File: src/rtl/hazard_pkg.sv
// Shared definitions for the hazard/forwarding unit: FSM state encoding and
// default parameter values used by the top and the per-port mux.
package hazard_pkg;

  localparam int unsigned DEF_DATA_W   = 8;
  localparam int unsigned DEF_ADDR_W   = 2;
  localparam int unsigned DEF_NUM_RD   = 2;
  localparam int unsigned DEF_NUM_SRC  = 3;
  localparam int unsigned DEF_ZERO_REG = 0;
  localparam int unsigned DEF_CNT_W    = 16;

  typedef enum logic [0:0] {
    ST_IDLE     = 1'b0,
    ST_MEM_WAIT = 1'b1
  } fsm_state_e;

endpackage

File: src/rtl/fwd_port_mux.sv
// Per-read-port operand select: youngest matching source, then the hold
// entry, then register file data. Also flags a load-use hazard when the
// winning source has no valid data yet.
//   i_rd_addr/i_rd_data          : ID read address and register file data
//   i_src_*                      : packed per-source data/addr/we/ready
//   i_hold_valid/addr/data       : registered copy of the oldest source
//   o_fw_data_c                  : forwarded operand (combinational)
//   o_hazard_c                   : winner exists but is not ready
module fwd_port_mux
  import hazard_pkg::*;
#(
  parameter int unsigned DATA_W   = DEF_DATA_W,
  parameter int unsigned ADDR_W   = DEF_ADDR_W,
  parameter int unsigned NUM_SRC  = DEF_NUM_SRC,
  parameter int unsigned ZERO_REG = DEF_ZERO_REG
) (
  input  logic [ADDR_W-1:0]         i_rd_addr,
  input  logic [DATA_W-1:0]         i_rd_data,
  input  logic [NUM_SRC*DATA_W-1:0] i_src_data,
  input  logic [NUM_SRC*ADDR_W-1:0] i_src_addr,
  input  logic [NUM_SRC-1:0]        i_src_we,
  input  logic [NUM_SRC-1:0]        i_src_ready,
  input  logic                      i_hold_valid,
  input  logic [ADDR_W-1:0]         i_hold_addr,
  input  logic [DATA_W-1:0]         i_hold_data,
  output logic [DATA_W-1:0]         o_fw_data_c,
  output logic                      o_hazard_c
);

  logic w_hit;
  logic w_ready;

  // Priority select; the first (lowest-index) match locks out older sources.
  always_comb begin
    w_hit       = 1'b0;
    w_ready     = 1'b1;
    o_fw_data_c = i_rd_data;
    if (i_hold_valid && (i_rd_addr == i_hold_addr)) begin
      o_fw_data_c = i_hold_data;
    end
    for (int unsigned s = 0; s < NUM_SRC; s++) begin
      if (!w_hit && i_src_we[s] && (i_rd_addr == i_src_addr[s*ADDR_W +: ADDR_W])) begin
        w_hit       = 1'b1;
        w_ready     = i_src_ready[s];
        o_fw_data_c = i_src_data[s*DATA_W +: DATA_W];
      end
    end
    // Hardwired zero register: never forwarded, never a hazard.
    if ((ZERO_REG != 0) && (i_rd_addr == '0)) begin
      w_hit       = 1'b0;
      o_fw_data_c = '0;
    end
  end

  assign o_hazard_c = w_hit & ~w_ready;

endmodule

File: src/rtl/hazard_forward_unit.sv
// Operand forwarding and pipeline hazard control.
//   clk, rst_n            : clock, async active-low reset
//   src_data/addr/we/ready: forward sources, index 0 youngest (EX)
//   rd_addr/rd_en/rd_data : ID read ports and register file data
//   mem_busy              : multi-cycle data memory access pending
//   cnt_clr               : synchronous stall counter clear
//   fw_data               : forwarded operands (combinational)
//   stall, bubble         : pipeline control (combinational)
//   stall_cnt             : saturating count of stalled cycles
module hazard_forward_unit
  import hazard_pkg::*;
#(
  parameter int unsigned DATA_W   = DEF_DATA_W,
  parameter int unsigned ADDR_W   = DEF_ADDR_W,
  parameter int unsigned NUM_RD   = DEF_NUM_RD,
  parameter int unsigned NUM_SRC  = DEF_NUM_SRC,
  parameter int unsigned ZERO_REG = DEF_ZERO_REG,
  parameter int unsigned CNT_W    = DEF_CNT_W
) (
  input  logic                      clk,
  input  logic                      rst_n,
  input  logic [NUM_SRC*DATA_W-1:0] src_data,
  input  logic [NUM_SRC*ADDR_W-1:0] src_addr,
  input  logic [NUM_SRC-1:0]        src_we,
  input  logic [NUM_SRC-1:0]        src_ready,
  input  logic [NUM_RD*ADDR_W-1:0]  rd_addr,
  input  logic [NUM_RD-1:0]         rd_en,
  input  logic [NUM_RD*DATA_W-1:0]  rd_data,
  input  logic                      mem_busy,
  input  logic                      cnt_clr,
  output logic [NUM_RD*DATA_W-1:0]  fw_data,
  output logic                      stall,
  output logic                      bubble,
  output logic [CNT_W-1:0]          stall_cnt
);

  localparam int unsigned OLD = NUM_SRC - 1;

  fsm_state_e        r_state;
  logic              r_hold_valid;
  logic [ADDR_W-1:0] r_hold_addr;
  logic [DATA_W-1:0] r_hold_data;
  logic [CNT_W-1:0]  r_stall_cnt;
  logic [NUM_RD-1:0] w_hazard;
  logic              w_load_use;

  // One priority mux per read port.
  for (genvar p = 0; p < NUM_RD; p++) begin : g_port
    fwd_port_mux #(
      .DATA_W  (DATA_W),
      .ADDR_W  (ADDR_W),
      .NUM_SRC (NUM_SRC),
      .ZERO_REG(ZERO_REG)
    ) u_mux (
      .i_rd_addr   (rd_addr[p*ADDR_W +: ADDR_W]),
      .i_rd_data   (rd_data[p*DATA_W +: DATA_W]),
      .i_src_data  (src_data),
      .i_src_addr  (src_addr),
      .i_src_we    (src_we),
      .i_src_ready (src_ready),
      .i_hold_valid(r_hold_valid),
      .i_hold_addr (r_hold_addr),
      .i_hold_data (r_hold_data),
      .o_fw_data_c (fw_data[p*DATA_W +: DATA_W]),
      .o_hazard_c  (w_hazard[p])
    );
  end

  // Only ports actually in use can cause a load-use stall.
  assign w_load_use = |(w_hazard & rd_en);

  // FSM state register.
  always_ff @(posedge clk or negedge rst_n) begin
    if (!rst_n) begin
      r_state <= ST_IDLE;
    end else begin
      case (r_state)
        ST_IDLE:     if (mem_busy)  r_state <= ST_MEM_WAIT;
        ST_MEM_WAIT: if (!mem_busy) r_state <= ST_IDLE;
        default:     r_state <= ST_IDLE;
      endcase
    end
  end

  // Stall/bubble decode; load-use is ignored while memory already stalls.
  always_comb begin
    stall  = 1'b0;
    bubble = 1'b0;
    if (rst_n) begin
      case (r_state)
        ST_IDLE: begin
          stall  = w_load_use;
          bubble = w_load_use;
        end
        ST_MEM_WAIT: stall = 1'b1;
        default: ;
      endcase
    end
  end

  // Hold entry: one-cycle copy of the oldest source, frozen during MEM_WAIT.
  always_ff @(posedge clk or negedge rst_n) begin
    if (!rst_n) begin
      r_hold_valid <= 1'b0;
      r_hold_addr  <= '0;
      r_hold_data  <= '0;
    end else if (r_state == ST_IDLE) begin
      r_hold_valid <= src_we[OLD];
      if (src_we[OLD]) begin
        r_hold_addr <= src_addr[OLD*ADDR_W +: ADDR_W];
        r_hold_data <= src_data[OLD*DATA_W +: DATA_W];
      end
    end
  end

  // Saturating stall counter; clear wins over increment.
  always_ff @(posedge clk or negedge rst_n) begin
    if (!rst_n) begin
      r_stall_cnt <= '0;
    end else if (cnt_clr) begin
      r_stall_cnt <= '0;
    end else if (stall && !(&r_stall_cnt)) begin
      r_stall_cnt <= r_stall_cnt + CNT_W'(1);
    end
  end

  assign stall_cnt = r_stall_cnt;

endmodule

File: config.mk
export PLATFORM = sky130hd
export DESIGN_NAME = hazard_forward_unit
export DESIGN_NICKNAME = d
export VERILOG_FILES = /design/src/rtl/hazard_pkg.sv /design/src/rtl/fwd_port_mux.sv /design/src/rtl/hazard_forward_unit.sv
export SDC_FILE = /design/constraint.sdc
export NUM_CORES = 1
export LEC_CHECK = 0
export ABC_AREA = 1
export CORE_UTILIZATION = 46
export CTS_BUF_LIST = sky130_fd_sc_hd__clkbuf_4 sky130_fd_sc_hd__clkbuf_8
export DETAILED_ROUTE_END_ITERATION = 12
export GPL_TIMING_DRIVEN = 0
export PLACE_DENSITY_LB_ADDON = 0.08
export SLEW_MARGIN = 20
export SYNTH_ARGS = -nofsm -noshare
export SYNTH_HDL_FRONTEND = slang
export SYNTH_SLANG_ARGS = --single-unit
File: constraint.sdc
create_clock -name clk -period 1.95 [get_ports clk]
set_input_delay 0.195 -clock clk [delete_from_list [all_inputs] [get_ports clk]]
set_output_delay 0.195 -clock clk [all_outputs]
set_load 0.03 [all_outputs]
Yosys cells after proc, flatten, opt, wreduce, memory -nomap -nowiden:

Index checks and enable logic that the tools add are counted.

* add/sub/neg operators: 1
* multipliers: 0
* divide/modulo/power cells: 0
* $lt $le $gt $ge: 0
* equality and inequality tests: 8
* shift operators: 0
* multiplexer cells: 27
* bitwise operators: 6
* reduce and logical (&&, ||, !) cells: 22

Operator list (count)
* 8-bit 2-to-1 mux: 8
* 16-bit 2-to-1 mux: 2
* 16-bit by 1-bit adder with 16-bit output (second input constant): 1
* 2-bit equality test: 8
* 1-bit 2-to-1 mux: 16
* 16-bit AND reduction: 1
* 1-bit logical AND: 13
* 1-bit zero test: 5
* 1-bit inverter: 3
* 1-bit AND: 2
* 2-bit AND: 1
* 1-bit one-hot mux with 2 select lines: 1
* 2-bit AND reduction: 1
* 2-bit nonzero test: 1
* 2-bit OR reduction: 1

* register bits after elaboration: 28
* latch bits: 0
* memory bits (writable): 0
* memory bits (read-only): 0
* input bits: 62
* logic and storage cells: 69
* memories: 0

Depth between registers and ports, before layout:

* depth after elaboration: 20
* mapped depth: 15

Hierarchy:

Synthesis repeated with hierarchy kept, for this count alone.

* cell total of the unflattened synthesis: 493
* area total of the unflattened synthesis: 3083.0 µm²

Modules (own cells, without submodules)
* fwd_port_mux: times used 2, cells an instance 157, area an instance 803.3 µm², seq. area each 0.0 µm²
* hazard_forward_unit: times used 1, cells an instance 179, area an instance 1476.4 µm², seq. area each 700.7 µm²

Worst setup path before layout:

Ideal clock, no wire load.

* path type: flip-flop to output port
* start point: register r_hold_addr[0]
* end point: output fw_data[3]
* arrival: 1.859 ns
* data required time: 1.755 ns
* slack: -0.104 ns
* stages on the path, launching flop included: 8
* path buffers: 1
* cell sequence: dfrtp_1 -> a21oi_1 -> o21a_1 -> clkbuf_1 -> nand3_1 -> a21oi_1 -> a211oi_1 -> o21ai_0

* cells in the longest elaborated chain, start to end: 6

RTL lines
* from (decl): line hazard_forward_unit.sv:41 `logic [ADDR_W-1:0] r_hold_addr;`
* from (signal assigned): line hazard_forward_unit.sv:110 `r_hold_addr <= src_addr[OLD*ADDR_W +: ADDR_W];`
* 2-bit equality test: line fwd_port_mux.sv:38 `if (i_hold_valid && (i_rd_addr == i_hold_addr)) begin`
* 1-bit logical AND: line fwd_port_mux.sv:38
* 8-bit 2-to-1 mux: line fwd_port_mux.sv:38
* 8-bit 2-to-1 mux (3 in a row): line fwd_port_mux.sv:42 `if (!w_hit && i_src_we[s] && (i_rd_addr == i_src_addr[s*ADDR_W +: ADDR_W])) begin`
* to (decl): line hazard_forward_unit.sv:31 `output logic [NUM_RD*DATA_W-1:0] fw_data,`

No other way between the ends.

Worst setup path after layout:

* start point: register r_hold_addr[0]
* end point: output fw_data[10]

Same word-level chain as after synthesis.

==> run_results.csv <==
group,metric,value,unit
yosys,synth.most_common_cell,"nand2_1",
floorplan,io-pin-count,96,
yosys,synth_top_area_share,27.1,%
sta,tightest_slew,0.483,ns
yosys,synth_xor_area_share,5.09,%
critical_path,cp-end-kind,"output pin",
place,dp_cells,557,
critical_path,rr_endpoint,"stall_cnt[0]$_DFFE_PN0P_",
global_routing,grt_max_degree,29,
yosys,synth_cell_types,41,
yosys,synth_compound_area_share,17.7,%
outcome,status,"complete, but fails checks",
floorplan,core-area,0.00527,sq mm
power_and_ir_drop,power_leakage,1.91,nW
yosys,synthAdderAreaFrac,0.484,%
yosys,ys_ff_latch,28,
routing,drc_errors,0,
power_and_ir_drop,finalPower,2.03,mW
worst_hold_path,hold_class,"in2reg",
critical_path,startpoint_type,"flop",
critical_path,cp_data_required_time,1.75,ns
critical_path,startpoint,"r_hold_addr[0]$_DFFE_PN0P_",
clocking,cts_buffers,3,
power_and_ir_drop,seqPwrFrac,32.6,%
cells_and_area,fillers,407,
routing,firstDrtPassIters,7,
yosys,syn_nets,456,
flow_run,cap_violations,0,
global_routing,grtUsageTotal,29.5,%
clocking,cts_tree,"built",
yosys,synth-simple-area-share,37.5,%
cells_and_area,fin_area,0.00411,sq mm
clocking,htree_levels,1,
sta,rsz0062_at_grt,"yes",
global_routing,grt_first_pass_wirelength,14100,microns
routing,via_count,3252,
yosys,avgSynthCellArea,6.57,sq um
place,hpwl,6260,microns
yosys,muxShareOfSynthArea,0,%
clocking,clk_path_buf_depth,2,
cells_and_area,stdcell_count,582,
outcome,violations,"setup timing",
cells_and_area,utilization,78.0,%
sta,slew_viol_final,0,
routing,routed_via_density,5.59,
critical_path,arrival,1.92,ns
place,post-place-ws,-1.08,ns
place,gp_congestion,0.943,
routing,routed_wl,9180,microns
critical_path,critPathMaxFanout,5,
power_and_ir_drop,power.switching,0.795,mW
power_and_ir_drop,clock_power_share,16.5,%
floorplan,start_util,49.0,%
power_and_ir_drop,swShare,39.2,%
routing,wire_per_inst,15.8,microns
clocking,clk_latency,0.28,ns
yosys,netlist_area,0.00258,sq mm
yosys,netlist_instances,393,
worst_hold_path,min_from,"src_addr[5]",
clocking,cts_root_buf,"clkbuf_8",
critical_path,rr_startpoint,"stall_cnt[1]$_DFFE_PN0P_",
global_routing,gr-total-overflow,0,
critical_path,path_class,"reg2out",
sta,period_minus_slack,2.11,ns
sta,period_share,108,%
floorplan,dieArea,0.00592,sq mm
sta,holdWs,0.346,ns
place,placed_cell_area,0.00361,sq mm
power_and_ir_drop,p_int,1.23,mW
sta,hold_violations,0,
cells_and_area,syn2layout_area_growth,59.1,%
routing,ant_nets,0,
yosys,synthTopCellsByArea,"dfrtp_1 (27%), nand2_1 (13%), inv_1 (7.7%)",
power_and_ir_drop,pwr-share-comb,50.9,%
sta,fin_skew,0.00276,ns
yosys,synth_top_family_by_area,"simple AND/OR/NAND/NOR gates",
global_routing,grt_pass1_vias,3068,
clocking,clkSinkCount,28,
cells_and_area,layout.nets,576,
worst_hold_path,min_to,"r_hold_addr[1]$_DFFE_PN0P_",
sta,setup-tns-final,-1.64,ns
yosys,ys_async_sr_fraction,100,%
sta,fmax,473,MHz
global_routing,antenna_found_initial,0,
yosys,synth_edf_count,0,
routing,drtIter0Drc,225,
yosys,synth_seq_area_share,27.1,%
sta,setup_viol,16,
power_and_ir_drop,peakVddDrop,0.385,mV
sta,finalWorstSetupSlack,-0.163,ns
yosys,synth_top_area_cell,"dfrtp_1",
yosys,synth_ff_type,"dfrtp_1",
clocking,cts.clk_slew.worst_paths,0.09,ns
sta,relSlewSlack,67.8,%
worst_hold_path,min_path_cells,3,
yosys,ys_top_cells_by_count,"nand2_1 (89), inv_1 (53), nand3_1 (38)",
place,place.port_buffers,94,
floorplan,die_h,76.9,microns
floorplan,rows,26,
critical_path,reg2regPathDepth,11,
yosys,ys_warn_count,0,
floorplan,die_x,76.9,microns
critical_path,rrSetupSlack,0.05,ns
power_and_ir_drop,power_density,493,mW/mm^2
cells_and_area,antennaDiodeCount,0,
cells_and_area,drive_gt1_share,27.3,%
## layout make-up
class | instances | area, sq um | area share [%]
multi-input combinational | 295 | 1850 | 45.0
sequential | 28 | 706 | 17.2
tap | 70 | 87.6 | 2.13
clock buffer | 4 | 48.8 | 1.19
inverter | 58 | 228 | 5.54
buffer | 12 | 101 | 2.47
timing repair buffer | 115 | 1090 | 26.5
## repair_timing
item	in CTS	in global routing
resized for setup	185	46
setup endpoints to repair	28	29
gates cloned	1	1
hold buffers	2	0
hold endpoints to repair	28	0
pin swaps	20	10
setup buffers	12	6
## power groups by stage
stage | logic (mW) | registers (mW) | clock network, mW
after floorplan | 0.456 | 0.679 | 0
after global placement | 0.824 | 0.667 | 0
after detailed placement | 0.836 | 0.669 | 0
after CTS | 0.920 | 0.659 | 0.342
after global routing | 1.10 | 0.666 | 0.358
final | 1.03 | 0.661 | 0.334
## worst max-delay path: stages, from the launching register on
cell,delay [ns]
dfrtp_2,0.45
a21oi_1,0.17
o211ai_1,0.18
buf_2,0.23
a211oi_2,0.22
a211oi_2,0.05
a21oi_1,0.15
buf_4,0.19
## per-layer routing
layer  GRT usage, %  up-vias  part of all wire [%]
li1               -     1539                     -
met1           38.6     1509                    40
met4           10.6        0                   3.0
met2           49.9      180                    49
met5              0        -                     0
met3           3.45       24                   7.7
## cells in the final DEF, fill, tap and decap left out, types with 11 or more instances in the layout
cell type	n
nand2_1	80
clkdlybuf4s50_1	62
inv_1	46
nand3_1	33
buf_4	28
nor2_1	28
dfrtp_1	24
nand2_2	17
o21ai_1	15
o21ai_0	15
nand3_2	13
a211oi_2	12
xor2_1	11
buf_6	11
a21oi_1	11
## worst max-delay path by stage
| stage | endpoint | cells after the start |
|---|---|---|
| 2_1_floorplan | stall_cnt[0]$_DFFE_PN0P_ | 11 |
| 3_3_place_gp | fw_data[13] | 9 |
| 3_5_place_dp | fw_data[13] | 13 |
| 4_1_cts | fw_data[1] | 8 |
| 5_1_grt | fw_data[9] | 7 |
| 6_report | fw_data[10] | 7 |
## kinds of logic after synthesis
logic type,after synthesis
adders and majority gates,1
and+or+nand+nor,201
AOI/OAI and AO/OA,77
xor gates and xnor gates,15
buffers and inverters,71
DFF,28
## state kept, by name, indices dropped and copies added, names as in the netlist
register      flops
r_hold_data       8
r_hold_valid      1
r_hold_addr       2
r_state           1
stall_cnt        16
Power figures use the tool's default switching activity.
